<file path="config.mk">
export PLATFORM = sky130hd
export DESIGN_NAME = base_loader
export DESIGN_NICKNAME = d
export VERILOG_FILES = /design/src/rtl/base_pkg.sv /design/src/rtl/base_encoder.sv /design/src/rtl/base_loader.sv
export SDC_FILE = /design/constraint.sdc
export NUM_CORES = 1
export LEC_CHECK = 0
export ABC_AREA = 1
export BUFFER_PORTS_ARGS = -buffer_cell sky130_fd_sc_hd__buf_4
export CELL_PAD_IN_SITES_DETAIL_PLACEMENT = 0
export CELL_PAD_IN_SITES_GLOBAL_PLACEMENT = 2
export CORE_UTILIZATION = 35
export DETAILED_ROUTE_END_ITERATION = 8
export PLACE_DENSITY = 0.93
export SETUP_SLACK_MARGIN = 0.3
export SLEW_MARGIN = 20
export SYNTH_ARGS = -nofsm -noshare
export SYNTH_HDL_FRONTEND = slang
export SYNTH_SLANG_ARGS = --single-unit
</file>
<file path="constraint.sdc">
create_clock -name clk -period 10 [get_ports clk]
set_clock_uncertainty 0.15 [all_clocks]
set_input_delay 2.5 -clock clk [delete_from_list [all_inputs] [get_ports clk]]
set_output_delay 2.5 -clock clk [all_outputs]
set_load 0.1 [all_outputs]
</file>
<file path="src/rtl/base_pkg.sv">
// Shared definitions for the base loader: 2-bit nucleotide codes,
// default vector lengths and the loader state encoding.
package base_pkg;

  localparam int REF_LEN_DEF  = 50;
  localparam int READ_LEN_DEF = 10;

  localparam logic [1:0] BASE_A = 2'b00;
  localparam logic [1:0] BASE_G = 2'b01;
  localparam logic [1:0] BASE_C = 2'b10;
  localparam logic [1:0] BASE_T = 2'b11;

  typedef enum logic [2:0] {
    ST_IDLE,
    ST_LOAD_REF,
    ST_LOAD_READ,
    ST_READY,
    ST_ERROR
  } state_t;

endpackage

</file>
<file path="src/rtl/base_encoder.sv">
// ASCII-to-2-bit nucleotide decoder; upper and lower case are both legal,
// any other byte clears legal.
module base_encoder
  import base_pkg::*;
(
  input  logic [7:0] in_char,
  output logic [1:0] code,
  output logic       legal
);

  always_comb begin
    code  = BASE_A;
    legal = 1'b1;
    case (in_char)
      8'h41, 8'h61: code = BASE_A;
      8'h47, 8'h67: code = BASE_G;
      8'h43, 8'h63: code = BASE_C;
      8'h54, 8'h74: code = BASE_T;
      default:      legal = 1'b0;
    endcase
  end

endmodule

</file>
<file path="src/rtl/base_loader.sv">
// Streams ASCII bases into a packed reference vector followed by a packed
// short-read vector, then holds both stable and pulses start once.
module base_loader
  import base_pkg::*;
#(
  parameter int REF_LEN  = REF_LEN_DEF,
  parameter int READ_LEN = READ_LEN_DEF
) (
  input  logic                  clk,
  input  logic                  reset,
  input  logic                  load,
  input  logic                  in_valid,
  input  logic [7:0]            in_char,
  output logic                  in_ready,
  output logic [2*REF_LEN-1:0]  reference,
  output logic [2*READ_LEN-1:0] shortread,
  output logic [6:0]            base_count,
  output logic                  load_done,
  output logic                  start,
  output logic                  err
);

  localparam logic [6:0] REF_CNT   = 7'(REF_LEN);
  localparam logic [6:0] TOTAL_CNT = 7'(REF_LEN + READ_LEN);

  state_t                state_q, state_d;
  logic [2*REF_LEN-1:0]  ref_q, ref_d;
  logic [2*READ_LEN-1:0] read_q, read_d;
  logic [6:0]            count_q, count_d;
  logic                  done_q, done_d;
  logic                  start_q, start_d;
  logic                  err_q, err_d;

  logic [1:0] code;
  logic       legal;
  logic       xfer;

  base_encoder u_enc (
    .in_char (in_char),
    .code    (code),
    .legal   (legal)
  );

  assign in_ready = (state_q == ST_LOAD_REF) || (state_q == ST_LOAD_READ);
  assign xfer     = in_valid && in_ready;

  always_comb begin
    state_d = state_q;
    ref_d   = ref_q;
    read_d  = read_q;
    count_d = count_q;
    done_d  = done_q;
    start_d = 1'b0;
    err_d   = err_q;
    // A restart outranks any transfer in the same cycle; that character is lost.
    if (load) begin
      state_d = ST_LOAD_REF;
      ref_d   = '0;
      read_d  = '0;
      count_d = '0;
      done_d  = 1'b0;
      err_d   = 1'b0;
    end else if (xfer) begin
      if (!legal) begin
        state_d = ST_ERROR;
        err_d   = 1'b1;
      end else begin
        if (count_q != TOTAL_CNT) count_d = count_q + 7'd1;
        if (state_q == ST_LOAD_REF) begin
          ref_d = {ref_q[2*REF_LEN-3:0], code};
          if (count_q == REF_CNT - 7'd1) state_d = ST_LOAD_READ;
        end else begin
          read_d = {read_q[2*READ_LEN-3:0], code};
          if (count_q == TOTAL_CNT - 7'd1) begin
            state_d = ST_READY;
            done_d  = 1'b1;
            start_d = 1'b1;
          end
        end
      end
    end
  end

  always_ff @(posedge clk or posedge reset) begin
    if (reset) begin
      state_q <= ST_IDLE;
      ref_q   <= '0;
      read_q  <= '0;
      count_q <= '0;
      done_q  <= 1'b0;
      start_q <= 1'b0;
      err_q   <= 1'b0;
    end else begin
      state_q <= state_d;
      ref_q   <= ref_d;
      read_q  <= read_d;
      count_q <= count_d;
      done_q  <= done_d;
      start_q <= start_d;
      err_q   <= err_d;
    end
  end

  assign reference  = ref_q;
  assign shortread  = read_q;
  assign base_count = count_q;
  assign load_done  = done_q;
  assign start      = start_q;
  assign err        = err_q;

endmodule

</file>
# After elaboration in Yosys (flattened, before gate mapping)
# Cells that the tools add are included.
dict set report classes {
  n_addsub 1
  mux 33
  reduce_logical 17
  eq_ne 17
}
# operator n
set op_table {}
lappend op_table {{$mux W100} 4}
lappend op_table {{$mux W20} 4}
lappend op_table {{$eq A8 B7 Y1 const B} 8}
lappend op_table {{$mux W7} 4}
lappend op_table {{$mux W3} 6}
lappend op_table {{$eq A7 B6 Y1 const B} 2}
lappend op_table {{$mux W1} 14}
lappend op_table {{$reduce_and A3 Y1} 4}
lappend op_table {{$reduce_bool A2 Y1} 5}
lappend op_table {{$reduce_or A8 Y1} 1}
lappend op_table {{$add A7 B1 Y7 const B} 1}
lappend op_table {{$ne A7 B6 Y1 const B} 1}
lappend op_table {{$pmux W2 S3} 1}
lappend op_table {{$reduce_or A2 Y1} 3}
lappend op_table {{$ne A2 B2 Y1 const B} 2}
lappend op_table {{$ne A4 B2 Y1 const B} 1}
lappend op_table {{$ne A4 B3 Y1 const B} 1}
lappend op_table {{$reduce_and A4 Y1} 1}
lappend op_table {{$eq A3 B1 Y1 const B} 1}
lappend op_table {{$eq A3 B2 Y1 const B} 1}
lappend op_table {{$reduce_and A2 Y1} 1}
lappend op_table {{$logic_and A1 B1 Y1} 1}
lappend op_table {{$logic_or A1 B1 Y1} 1}
dict set report totals {
  ff_bits 133
  input_bits 12
}

# Depth between registers and ports, before layout
dict set report depth {
  ltp_word 7
  ltp_mapped 11
  mapped_depth_nobuf 10
}

# Cells and area by module
# From an unflattened synthesis, not the netlist that was laid out.
dict set report unflattened {
  cells_unflattened 663
  hier_area_um2 5644.2
}
# mod area_per_inst_um2 cells_per_inst n_inst seq_area_each_um2
set by_module_without_submodules {}
lappend by_module_without_submodules {base_loader 5532.8 638 1 3328.2}
lappend by_module_without_submodules {base_encoder 111.4 25 1 0.0}

# Worst setup path after synthesis
# OpenSTA, ideal clock, no wires.
dict set report synth_path {
  kind {input port to flip-flop}
  startpoint {in in_char[7]}
  endpoint {reg ref_q[0], in the netlist reference[0]}
  cell_stages 10
  setup_ns 0.123
  setup_slack_ns 6.297
  t_arrival_ns 3.431
  required_ns 9.727
  cell_sequence {inv_1 -> nand2_1 -> nor2_1 -> nand2_1 -> nand4_2 -> nand3_2 -> buf_6 -> buf_6 -> nand2_1 -> o21ai_2}
}
dict set report synth_between {
  elab_chain_cells 7
}
# item line
set synth_lines {}
lappend synth_lines {{from (decl)} base_loader.sv:13} ;# input logic [7:0] in_char,
lappend synth_lines {{$eq A8 B7 Y1} base_encoder.sv:14} ;# case (in_char)
lappend synth_lines {{$reduce_or A2 Y1 (on tied branches)} -}
lappend synth_lines {{$pmux W2 S3} base_encoder.sv:14}
lappend synth_lines {{$mux W100} base_loader.sv:69} ;# if (state_q == ST_LOAD_REF) begin
lappend synth_lines {{$mux W100} base_loader.sv:64} ;# if (!legal) begin
lappend synth_lines {{$mux W100} base_loader.sv:63} ;# end else if (xfer) begin
lappend synth_lines {{$mux W100} base_loader.sv:56} ;# if (load) begin
lappend synth_lines {{to (signal assigned)} base_loader.sv:95} ;# ref_q <= ref_d;
lappend synth_lines {{to (decl)} base_loader.sv:27} ;# logic [2*REF_LEN-1:0] ref_q, ref_d;
# Several ways; a longest one is shown, not always the timed one. The select of a mux whose other input is x is not followed.
# A chain may end at the register's enable or synchronous reset.

# Worst setup path after layout
dict set report layout_path {
  startpoint {in load}
  endpoint {reg ref_q[32], in the netlist reference[32]}
}
dict set report layout_between {
  elab_chain_cells 2
}
# item line
set layout_lines {}
lappend layout_lines {{from (decl)} base_loader.sv:11} ;# input logic load,
lappend layout_lines {{$reduce_bool A2 Y1 (no source line)} -}
lappend layout_lines {{$reduce_and A3 Y1 (no source line)} -}
# Several ways; a longest one is shown, not always the timed one.

==> results by stage <==
Global route:
- The global routing usage on met1 is 19.6%.
- The initial antenna violation count is 0.
- Global routing consumed, over all layers together, 15.4% of the routing resources.
- Global routing consumed, on the met2 layer, 23.8% of the routing resources.
- The busiest layer in global routing is met2.
- Entering global routing, the biggest net connects 90 pins.
- The via count of the first global-routing pass is 4,288.
- The total congestion overflow after global routing is 0.
- The global-route track usage on met3 is 5.44%.
- The wire length of the first global-routing pass is 21,600 um.

STA:
- The max-slew headroom at the worst pin is 30.4%.
- For this run, the top clock speed supported by timing is 0.175 GHz.
- Setup repair after global routing left no endpoint under its margin.
- The number of setup violations in the final report is 0.
- Final hold analysis gives a worst-case slack of 0.330 ns.
- The shortest period the worst path allows is 5.73 ns.
- In the final timing run, aggregate negative setup slack is 0 ns.
- The count of final hold-check violations is 0.
- The transition at the pin with the smallest max-transition slack is 1.04 ns.
- The share of the clock period used by the worst path is 57.3%.
- The final number of max-transition violations is 0.

Finish:
- The final non-filler cell area is 7650 um2.
- The top cell types in the final layout, fill and taps aside, are 273 x sky130_fd_sc_hd__nand2_1, 146 x sky130_fd_sc_hd__buf_4, 133 x sky130_fd_sc_hd__dfrtp_1.
- The net count of the finished layout is 782.
- In the final layout, the share of cells above drive strength 1 is 34.1%.
- The number of diodes added for antenna fixing is 0.
- The most common library cell in the layout ignoring fill and taps is sky130_fd_sc_hd__nand2_1.
- The filler cell count is 1,603.
- The non-filler instance count after layout is 1,000.
- The share of the core filled with cells is 45.9%.
- The synthesis-to-finish area growth is 27.7%.

Placement:
- Summing all placed instances gives a cell area of 7050 um2.
- The wire-length estimate of the detail-placed layout is 8450 um.
- The congestion estimate from routability-driven global placement came to 0.782.
- The number of cells in the design after placement is 968.
- The count of port buffers added during placement is 141.

Pwr:
- Summed over all cells, the static leakage comes to 3.59 nW.
- The peak supply drop is 0.116 mV.
- For this design the ratio of total power to cell area is 168 nW/um2.

Hold path:
- The worst hold path begins at state_q[0]$_DFFE_PP0P_.
- The min-delay analysis places its worst path in the category reg -> reg.
- Along the worst hold path, the cell count comes to 2.

Yosys:
- Counting distinct cell types in the post-synthesis netlist gives 28.
- The area of the mapped netlist is 5990 um2.
- The instance count of the mapped netlist is 643.
- The number of nets produced by synthesis is 658.
- The average cell area after synthesis is 9.31 um2.
- The Yosys step of the flow raised 0 warnings.
- The count of state elements after synthesis is 133.
- The sequential area share after synthesis is 55.6%.

Run:
- Max-cap violations in this run came to 0.

Clocking:
- The H-tree was split into 4 levels.
- After clock tree synthesis, the setup repair step added 0 buffers.
- The maximum clock insertion buffer count is 2.
- The master cell of the clock root buffer is sky130_fd_sc_hd__clkbuf_16.
- The clock net in this run drives a total of 133 sinks.
- TritonCTS built the clock tree.
- The number of buffers created by CTS is 17.
- The hold buffer count at cts is 0.
- The insertion delay of the later-clocked pin in the worst-skew pair is 0.41 ns.
- The clock transition at the register clock pins on the worst setup and hold paths after CTS is 0.06 ns.
- The count of cells resized by post-cts repair is 0.

Routing:
- The number of violations reported at the end of detailed-routing iteration 0 is 290.
- The number of nets with antenna violations after routing is 0.
- Summed over all layers, the routed wires come to 13,200 um.
- The detailed router placed 4,649 vias in this run.
- The average detailed-routed wire length per instance is 13.2 um.
- The first TritonRoute pass finished after 4 iterations.
- The routed via count divided by cell count is 4.65.
- The number of DRC violations after detailed routing is 0.

Setup path:
- The startpoint-to-endpoint class of the critical path is in -> reg.
- The worst register-to-register path has a depth of 10.
- The critical path starts at load.
- The worst setup path is captured at a register.
- Data on the critical path is required at its endpoint by 10.18 ns.
- STA puts the critical path data arrival time at 5.91 ns.
- The maximum net fanout on the critical path is 89.
- The startpoint identified for the worst register-to-register timing path is state_q[0]$_DFFE_PP0P_.
- The sort of element at the start of the critical path is a primary input.

Floorplanning:
- The floorplan step defined a core boundary enclosing 16,600 um2.
- Measured along the y axis, the die boundary spans 133 um.
- The starting density of the core is 36.0%.
- The horizontal die dimension is 133 um.
- 143 I/O pins were placed.
- The row count is 47.
- The floorplan die area is 17,600 um2.

Status:
- The flow ran to the end, and the final reports show no timing, DRC or antenna violations.
-- where the power goes --
| group | leakage [nW] | switching (W) | internal (W) |
|---|---|---|---|
| Clock | 0.289 | 0.000234 | 0.000397 |
| Sequential | 1.85 | 0.00000510 | 0.000543 |
| Combinational | 1.45 | 0.0000845 | 0.0000184 |
-- metrics by stage --
| step | worst slack, ns | total power [W] |
|---|---|---|
| final | 4.27 | 0.00128 |
| after CTS | 4.27 | 0.00130 |
| after floorplan | 3.80 | 0.000648 |
| after global routing | 3.94 | 0.00133 |
| after detailed placement | 3.85 | 0.000662 |
| after global placement | 3.91 | 0.000660 |
-- cell type report --
cell class | count | area (um2) | area share, %
flip-flops and latches | 133 | 3330 | 43.5
multi-input cells | 450 | 2270 | 29.7
repair buffers | 146 | 1100 | 14.3
clock buffers | 19 | 443 | 5.79
well taps | 220 | 275 | 3.60
clock inverters | 13 | 155 | 2.03
inverters | 19 | 78.8 | 1.03
-- per-layer routing --
metal	wire length [um]	up-vias	part of all wire, %
met2	6040	118	46
met3	831	17	6.3
met5	0	-	0
met4	186	0	1.4
met1	6100	2189	46
li1	-	2325	-
-- registers in the layout, indices dropped and copies added (netlist names) --
name	flops
err	1
base_count	7
state_q	3
reference	100
shortread	20
start	1
load_done	1
-- final timing paths --
| kind | endpoint | slack (ns) |
|---|---|---|
| worst min-delay path | state_q[0]$_DFFE_PP0P_ | 0.33 |
| worst min register to register | state_q[0]$_DFFE_PP0P_ | 0.33 |
| worst max-delay path | reference[32]$_DFFE_PP0P_ | 4.27 |
| min in group asynchronous | reference[31]$_DFFE_PP0P_ | 2.01 |
| max in group asynchronous | reference[23]$_DFFE_PP0P_ | 6.34 |
| worst max register to register | reference[32]$_DFFE_PP0P_ | 7.21 |
-- Yosys cell counts (all sizes together) --
master | count | area, um2
nand3 | 17 | 90.1
o31ai | 2 | 15.0
a21oi | 4 | 20.0
nand4 | 3 | 25.0
nor3b | 1 | 7.51
dfrtp | 133 | 3330
inv | 19 | 71.3
nand2 | 277 | 1050
ha | 3 | 37.5
buf | 28 | 277
clkbuf | 13 | 48.8
or2 | 1 | 6.26
nand3b | 1 | 7.51
nor2 | 11 | 43.8
a21o | 1 | 7.51
o21bai | 1 | 7.51
o211ai | 1 | 7.51
o21ai | 127 | 932
-- logic make-up after synthesis --
kind of cell | Yosys count | share of synthesized area [%]
buffers and inverters | 60 | 6.62
and+or+nand+nor | 311 | 20.6
AOI/OAI and AO/OA | 136 | 16.5
adders and majority gates | 3 | 0.627
DFF | 133 | 55.6
-- worst max-delay path, cell delays in order --
cell                      delay, ns
sky130_fd_sc_hd__buf_4         0.14
sky130_fd_sc_hd__inv_4         0.45
sky130_fd_sc_hd__buf_4         0.71
sky130_fd_sc_hd__nand4_2       0.29
sky130_fd_sc_hd__nand3_4       0.51
sky130_fd_sc_hd__buf_4         0.91
sky130_fd_sc_hd__nand2_1       0.15
sky130_fd_sc_hd__o21ai_2       0.10
Note: power is estimated with default switching activity, not from simulation.
